===== src/rtl/dcache_ctrl.sv =====
// dcache_ctrl: direct-mapped, write-back, write-allocate 16-bit data cache responder
// clk, rst (async, active-low); request side addr/wdata/mem_read/mem_write -> rdata/hit/stall/err
// backing memory side m_addr/m_wdata/m_rd/m_wr -> m_rdata/m_ack, one word per acknowledged cycle
module dcache_ctrl #(
  parameter int INDEX_BITS     = 5,
  parameter int WORDS_PER_LINE = 4,
  parameter int TAG_BITS       = 16 - INDEX_BITS - 3
) (
  input  logic        clk,
  input  logic        rst,
  input  logic [15:0] addr,
  input  logic [15:0] wdata,
  input  logic        mem_read,
  input  logic        mem_write,
  output logic [15:0] rdata,
  output logic        hit,
  output logic        stall,
  output logic        err,
  output logic [15:0] m_addr,
  output logic [15:0] m_wdata,
  output logic        m_rd,
  output logic        m_wr,
  input  logic [15:0] m_rdata,
  input  logic        m_ack
);
  localparam int LINES = 1 << INDEX_BITS;
  typedef enum logic [1:0] {IDLE, WB, FILL} state_t;
  state_t                state;
  logic [15:0]           data [LINES*WORDS_PER_LINE];
  logic [TAG_BITS-1:0]   tags [LINES];
  logic [LINES-1:0]      valid, dirty;
  logic [1:0]            cnt;
  logic [15:0]           saved;
  logic [INDEX_BITS-1:0] idx, s_idx;
  logic [TAG_BITS-1:0]   tag, s_tag;
  logic [1:0]            off;
  logic                  req, ack, last, miss, idle;
  assign idx   = addr[INDEX_BITS+2:3];
  assign off   = addr[2:1];
  assign tag   = addr[15:INDEX_BITS+3];
  assign s_idx = saved[INDEX_BITS+2:3];
  assign s_tag = saved[15:INDEX_BITS+3];
  assign idle  = state == IDLE;
  assign req   = mem_read | mem_write;
  // request-side outputs are gated by rst so they read 0 while reset is held
  assign hit   = rst & idle & valid[idx] & (tags[idx] == tag) & (mem_read ^ mem_write) & ~addr[0];
  assign err   = rst & ((mem_read & mem_write) | (idle ? req & addr[0] : (addr != saved) | ~req));
  assign stall = rst & req & ~hit & ~err;
  assign rdata = hit & mem_read ? data[{idx, off}] : '0;
  assign miss  = idle & stall;
  // memory-side outputs decode the registered state, so reset drops them at once
  assign m_wr    = state == WB;
  assign m_rd    = state == FILL;
  assign m_addr  = m_wr ? {tags[s_idx], s_idx, cnt, 1'b0} : m_rd ? {s_tag, s_idx, cnt, 1'b0} : '0;
  assign m_wdata = m_wr ? data[{s_idx, cnt}] : '0;
  assign ack     = m_ack & (m_rd | m_wr);
  assign last    = ack & (cnt == 2'd3);
  always_ff @(posedge clk or negedge rst)
    if (!rst) begin
      state <= IDLE;
      valid <= '0;
      dirty <= '0;
      cnt   <= '0;
      saved <= '0;
    end else begin
      case (state)
        IDLE:
          if (hit & mem_write) dirty[idx] <= 1'b1;
          else if (miss) begin
            saved <= addr;
            cnt   <= '0;
            state <= valid[idx] & dirty[idx] ? WB : FILL;
          end
        WB:
          if (ack) begin
            cnt <= last ? 2'd0 : cnt + 2'd1;
            if (last) begin
              dirty[s_idx] <= 1'b0;
              state        <= FILL;
            end
          end
        FILL:
          if (ack) begin
            cnt <= last ? 2'd0 : cnt + 2'd1;
            if (last) begin
              valid[s_idx] <= 1'b1;
              dirty[s_idx] <= 1'b0;
              state        <= IDLE;
            end
          end
        default: state <= IDLE;
      endcase
    end
  always_ff @(posedge clk) begin
    if (hit & mem_write) data[{idx, off}] <= wdata;
    if (m_rd & ack) data[{s_idx, cnt}] <= m_rdata;
    if (m_rd & last) tags[s_idx] <= s_tag;
  end
endmodule

===== config.mk =====
export PLATFORM = sky130hd
export DESIGN_NAME = dcache_ctrl
export DESIGN_NICKNAME = d
export VERILOG_FILES = /design/src/rtl/dcache_ctrl.sv
export SDC_FILE = /design/constraint.sdc
export NUM_CORES = 2
export LEC_CHECK = 0
export BUFFER_PORTS_ARGS = -buffer_cell sky130_fd_sc_hd__buf_2
export CAP_MARGIN = 20
export CORE_UTILIZATION = 64
export DETAILED_ROUTE_END_ITERATION = 10
export PLACE_DENSITY_LB_ADDON = 0.2
export SLEW_MARGIN = 10
export SYNTH_ARGS = -nofsm -noshare
export SYNTH_HDL_FRONTEND = slang
export SYNTH_SLANG_ARGS = --single-unit

===== constraint.sdc =====
create_clock -name clk -period 5 [get_ports clk]
set_clock_uncertainty 0.1 [all_clocks]
set_input_delay 0.75 -clock clk [delete_from_list [all_inputs] [get_ports clk]]
set_output_delay 0.75 -clock clk [all_outputs]
set_load 0.02 [all_outputs]

After elaboration in Yosys (flattened, before gate mapping)
Memory sizes are Yosys's and may differ from the RTL's.
Index checks and enable logic that the tools add are counted.
{ "totals": {"reg_bits": 84, "ramBits": 2304, "in_bits": 53, "out_inout_bits": 53, "wordCells": 109, "n_memories": 2} }
{ "classes": {"add_sub_neg": 1, "n_lt_le_gt_ge": 4, "n_eq_ne": 14, "mux": 39, "bitwise_logic": 33, "reduce_logical": 11} }
{ "memory_table": {"columns": ["name", "words", "width", "rd", "rd_ports_with_merged_regs", "wr", "line_no", "text"], "rows": [
  ["data", 128, 16, 2, 0, 1, "29", "logic [15:0] data [LINES*WORDS_PER_LINE];"],
  ["tags", 32, 8, 2, 0, 1, "30", "logic [TAG_BITS-1:0] tags [LINES];"]
]} }
{ "op_table": {"columns": ["operator", "n"], "rows": [
  ["32-bit two-way mux", 3],
  ["16-bit two-way mux", 5],
  ["32-bit bitwise OR", 2],
  ["32-bit case mux with 2 select lines", 1],
  ["32-bit AND", 1],
  ["32-bit inverter", 1],
  ["2-bit two-way mux", 11],
  ["1-bit AND", 19],
  ["16-bit != test", 1],
  ["16-bit OR reduction", 1],
  ["2-bit by 1-bit != test with 1-bit output, second input constant", 7],
  ["5-bit by 6-bit < comparator with 1-bit output, second input constant", 2],
  ["1-bit two-way mux", 12],
  ["1-bit binary-select mux with 5-bit select", 2],
  ["1-bit demux with 5-bit select", 2],
  ["5-bit by 1-bit >= comparator with 1-bit output, second input constant", 2],
  ["8-bit equality test", 1],
  ["4-bit AND reduction", 2],
  ["7-bit two-way mux", 1],
  ["2-bit case mux with 3 select lines", 1],
  ["3-bit AND reduction", 2],
  ["6-bit AND reduction", 1],
  ["1-bit inverter", 5],
  ["2-bit equality test, second input constant", 2],
  ["other kinds (10)", 15]
]} }

Longest topological paths before layout
{ "depth": {"depth_word": 13, "depth_mapped": 16, "ltp_nobuf": 9} }

Worst setup path before layout
OpenSTA, ideal clock, no wires.
{ "synth_path": {"path_kind": "input port to output port", "start": "input port addr[3]", "end": "output port rdata[13]", "arrival_ns": 4.204, "required_ns": 4.150, "path_slack_ns": -0.054, "stages": 12, "path_buffers": 3, "cell_sequence": "buf_2 buf_2 buf_2 mux2i_1 o22ai_1 nor4_1 nand2_1 xor2_1 nor4_1 and2_1 nand2_1 a2111oi_0"} }
{ "synth_between": {"elab_chain_cells": 8, "word_cells_on_any_way": 11, "cone_classes": "1 x eq/ne; 3 x mux; 5 x bitwise; 2 x memory"} }
{ "synth_rtl": {"columns": ["element", "line_no", "text"], "rows": [
  ["start: declaration", "11", "input logic [15:0] addr,"],
  ["branches (longest 3 deep; another with memory read 32 x 8 bit)", null, null],
  ["1-bit AND (*) (3 in a row)", "46", "assign hit = rst & idle & valid[idx] & (tags[idx] == tag) & (mem_read ^ mem_write) & ~addr[0];"],
  ["net hit", "16", "output logic hit,"],
  ["1-bit AND (*)", "49", "assign rdata = hit & mem_read ? data[{idx, off}] : '0;"],
  ["16-bit two-way mux (*)", "49", null],
  ["end: declaration", "15", "output logic [15:0] rdata,"]
]} }
Mark *: on every way through the listed nets, which the timed path passes. The select of a mux whose other input is x is not followed.

Worst setup path in the final report
{ "layout_path": {"start": "register cnt[0]", "end": "output port m_wdata[13]"} }
{ "layout_between": {"elab_chain_cells": 2} }
{ "layout_rtl": {"columns": ["element", "line_no", "text"], "rows": [
  ["start: declaration", "32", "logic [1:0] cnt;"],
  ["start signal: assignment", "76", "cnt <= last ? 2'd0 : cnt + 2'd1;"],
  ["start signal: assignment", "84", "cnt <= last ? 2'd0 : cnt + 2'd1;"],
  ["memory read 128 x 16 bit", null, null],
  ["16-bit two-way mux", "55", "assign m_wdata = m_wr ? data[{s_idx, cnt}] : '0;"],
  ["end: declaration", "20", "output logic [15:0] m_wdata,"]
]} }
No other way between the ends.

==> results.md <==
- The run finished, with violations left.
- The checks that failed: negative setup slack.
- Port buffering added 104 buffers.
- The synthesized-area fraction occupied by adder cells is 0.0672%.
- The number of global-route vias before repair is 68.8k.
- After synthesis the netlist holds a flip-flop and latch count of 2388.
- The clock-pin transition on the worst setup and hold timing paths is 60 ps.
- The placed instance count is 8137.
- At the end of the flow, the number of nets in the layout was 6185.
- After layout, the worst path uses 104% of the clock period.
- In this run the static leakage power is 42.3 nW.
- Of the total power, the share spent switching nets is 34.4%.
- The final-report max-slew violation count is 0.
- Once detailed placement completed, the half-perimeter wirelength came to 252 mm.
- Counting along the longest clock path gives a buffer depth of 3.
- The maximum vdd ir drop is 0.000516 V.
- The placer congestion estimate is 1.04.
- The largest fanout on the critical path is 8.
- The total length of routed wires is 397 mm.
- The worst hold-check path type is in2reg.
- The slew at the pin closest to its max-slew limit is 1210 ps.
- The share of the yosys chip area belonging to registers is 63.8%.
- In this run the horizontal extent of the chip is 420 um.
- The die covers 176000 um2.
- The number of hold-slack violations in the final timing report is 0.
- The CTS tree is yes.
- In this run the tightest slew margin relative to its limit is 18.8%.
- During synthesis, Yosys emitted a total of 0 warnings.
- Before antenna repair, the detailed router went through 6 iterations.
- The average instance in the mapped netlist occupies 20.2 um2.
- Detailed routing inserted a total of 69.9k vias.
- The fraction of synthesized cell area in xor and xnor cells is 0.180%.
- The post-synthesis compound-gate area fraction is 2.51%.
- Static timing analysis puts the maximum clock frequency at 193 MHz.
- The CTS root buffer is sky130_fd_sc_hd__clkbuf_16.
- The met3 track utilization from global routing is 16.4%.
- The clock insertion delay at the later pin of the skew report is 900 ps.
- Clock tree synthesis found a total of 2388 sinks.
- The synthesized design contains 2304 enable-type register cells.
- The global-route wire length before repair is 543 mm.
- Per report_power, the combinational group accounts for 36.7% of the total.
- The startpoint class of the critical path is a register.
- The maximum number of pins on one net before global-route repair is 129.
- Along the worst hold path, the cell count comes to 2.
- The data required time of the critical path is 4150 ps.
- The start-to-end type of the worst setup path is reg2out.
- After routing, the total negative slack on setup checks comes to -1640 ps.
- The clock network is responsible for 27.1% of the overall power.
- The H-tree was split into 4 levels.
- The cell area that synthesis handed to floorplanning was 112000 um2.
- The initial antenna violation count came to 41.
- The total internal power is 43.3 mW.
- The number of clock buffers added by TritonCTS is 232.
- Setup violations remaining at the end of the flow were counted as 17.
- The total overflow left after global routing is 0.
- Summing internal, switching and leakage power gives 66.1 mW.
- After synthesis, the share of flip-flops with an asynchronous set or reset is 3.52%.
- The total of fill cells in the finished design is 9265.
- STA puts the critical path data arrival time at 4340 ps.
- The number of max-capacitance violations reported is 0.
- For this design the ratio of total power to cell area is 505 nW/um2.
- The placed standard-cell area is 121000 um2.
- The global-route track usage on met1 is 57.2%.
- Sequential cells account for 36.2% of the total power.
- The most used routing layer in global routing is met2.
- The number of nets produced by synthesis is 5590.
- The depth of the worst register-to-register path is 14.
- The portion of synthesized area spent on multiplexers is 28.5%.
- In the global route stage, overall resource usage came out at 45.6%.
- The core outline area is 174000 um2.
- In the routed design, unresolved DRC markers number 0.
- With fillers left out, the area of the finished cells amounts to 131000 um2.
- The dominant combinational cell family by area after synthesis is multiplexers.
- After synthesis, the netlist uses 80 different library cells.
- The global-route met2 utilization is 66.1%.
- The average routed wire per standard cell is 45.8 um.
- Setup repair after global routing could not meet its margin everywhere.
- STA classifies the critical path endpoint as an output port.
- After layout, the worst setup slack is -187 ps.
- After layout, the minimum clock period comes to 5190 ps.
- The commonest register cell after synthesis is sky130_fd_sc_hd__edfxtp_1.
- The count of nets left with antenna violations once routing finished came out at 0.
- The detail-routed via count per cell is 8.06.
- The final standard cell count with taps included and fillers excluded is 8679.
- The number of DRC violations after detailed-routing iteration 0 is 12.2k.
- The switching power is 22.7 mW.
- In this run the count of I/O pins placed on the die edge is 106.
- The cell count after synthesis came out at 5531.
- The post-route core utilization is 75.3%.
- The simple-gate portion of the synthesized area is 3.05%.
- Row generation in the floorplan step produced 153 rows.
- The die height is 420 um.
- Relative to the synthesized area, the layout overhead comes to 17.0%.
- Once the floorplan was initialized, standard cells occupied 64.4% of the core.
- Cells with a size suffix above 1 make up 44.3% of the layout.
==> area by class of cell <==
cell class	count	area (um2)	area share, %
sequential	2388	71300	54.5
multi-input combinational	2667	39700	30.3
timing repair buffer	819	9100	6.96
clock buffer	307	6220	4.75
tap	2325	2910	2.22
clock inverter	127	1450	1.11
inverter	18	77.6	0.0593
antenna	28	70.1	0.0536
==> per-layer routing <==
layer | part of all wire (%) | up-vias
met3 | 16 | 1637
li1 | - | 25400
met1 | 30 | 35900
met4 | 9.1 | 36
met2 | 45 | 6997
met5 | 0.078 | -
==> per-stage QoR <==
step | hold WS, ps | setup slack (ps)
floorplan | 334 | -54.4
global placement | 345 | -552
detailed placement | 348 | -543
CTS | 78.9 | -166
global route | 101 | -185
finish | 113 | -187
==> power groups by stage <==
stage	Clock [mW]	Combinational [mW]	Sequential (mW)
after CTS	17.9	22.5	23.9
after global routing	18.6	24.3	23.9
after floorplan	0	12.0	24.4
after detailed placement	0	21.0	24.4
after global placement	0	20.8	24.4
final	17.9	24.2	23.9
==> placed cells by master, fill, tap and decap left out, drive strengths merged, types with 11 or more instances in the layout <==
cell,count
nor4,27
a22o,13
nor2,125
inv,23
o22ai,104
clkbuf,315
edfxtp,2304
nor3,152
and2,11
nand2,259
dfrtp,84
nor2b,20
a21oi,42
a31oi,16
o21ai,51
a22oi,51
xnor2,16
o31ai,12
or2,39
o221ai,12
o41ai,28
mux2,26
diode,28
o311ai,14
mux4,1328
bufinv,24
nand3,26
clkinv,89
mux2i,165
buf,806
==> registers in the layout (all words and copies together) (netlist names) <==
register  cells
state         2
cnt           2
tags        256
saved        16
data       2048
valid        32
dirty        32
==> cell usage after synthesis, drive strengths merged, types with 6 or more instances <==
master	count	area share, %
o31ai	12	0.081
nand2b	10	0.056
a211oi	9	0.065
and2	11	0.062
a2bb2oi	9	0.071
nor2	125	0.42
buf	243	1.1
a22oi	51	0.34
ha	6	0.067
mux4	1328	27
a21oi	42	0.19
nor3	152	0.68
edfxtp	2304	62
nand4	8	0.050
a22o	13	0.10
o211ai	6	0.040
inv	15	0.050
a31oi	16	0.090
mux2	26	0.26
xor2	7	0.055
xnor2	16	0.13
o22ai	104	0.59
nor2b	20	0.11
o221ai	12	0.094
o41ai	28	0.22
or2	39	0.22
mux2i	165	1.5
nand2	259	0.87
o21ai	51	0.23
nor4	27	0.17
o22a	6	0.047
dfrtp	84	1.9
o311ai	14	0.11
nand3	26	0.12
clkbuf	215	0.72
==> worst max-delay path: stages, from the launching register on <==
cell	delay (ps)
sky130_fd_sc_hd__dfrtp_4	450
sky130_fd_sc_hd__buf_12	210
sky130_fd_sc_hd__buf_16	200
sky130_fd_sc_hd__buf_16	160
sky130_fd_sc_hd__buf_6	150
sky130_fd_sc_hd__mux4_2	520
sky130_fd_sc_hd__a22oi_1	620
sky130_fd_sc_hd__o221ai_1	240
sky130_fd_sc_hd__o41a_1	630
sky130_fd_sc_hd__buf_6	240
==> repair_timing <==
action	4_1_cts	5_1_grt
buffers inserted	29	32
endpoints found under the setup margin	27	27
pin swaps	6	13
hold buffers	1	0
gates cloned	10	7
resized for setup	102	91
hold endpoints to repair	27	0
==> cells by family (layout without fill, tap and decap cells) <==
family / after synthesis / after routing
other: 1 / 29
AOI/OAI and AO/OA: 403 / 403
DFF: 2388 / 2388
and+or+nand+nor: 715 / 715
buffers and inverters: 476 / 1271
adders and majority gates: 6 / 6
muxes: 1519 / 1519
xor gates and xnor gates: 23 / 23
==> worst paths after layout <==
path,start,endpoint,slack [ps]
setup / recovery,cnt[0]$_DFFE_PN0P_,m_wdata[13],-190
hold / removal,addr[14],saved[14]$_DFFE_PN0P_,110
setup reg to reg,tags[11][2]$_DFFE_PP_,data[95][0]$_DFFE_PP_,720
hold reg to reg,valid[22]$_DFFE_PN0P_,valid[22]$_DFFE_PN0P_,360
max in group asynchronous,rst,cnt[0]$_DFFE_PN0P_,3020
min in group asynchronous,rst,valid[7]$_DFFE_PN0P_,540
Note: power is estimated with default switching activity, not from simulation.
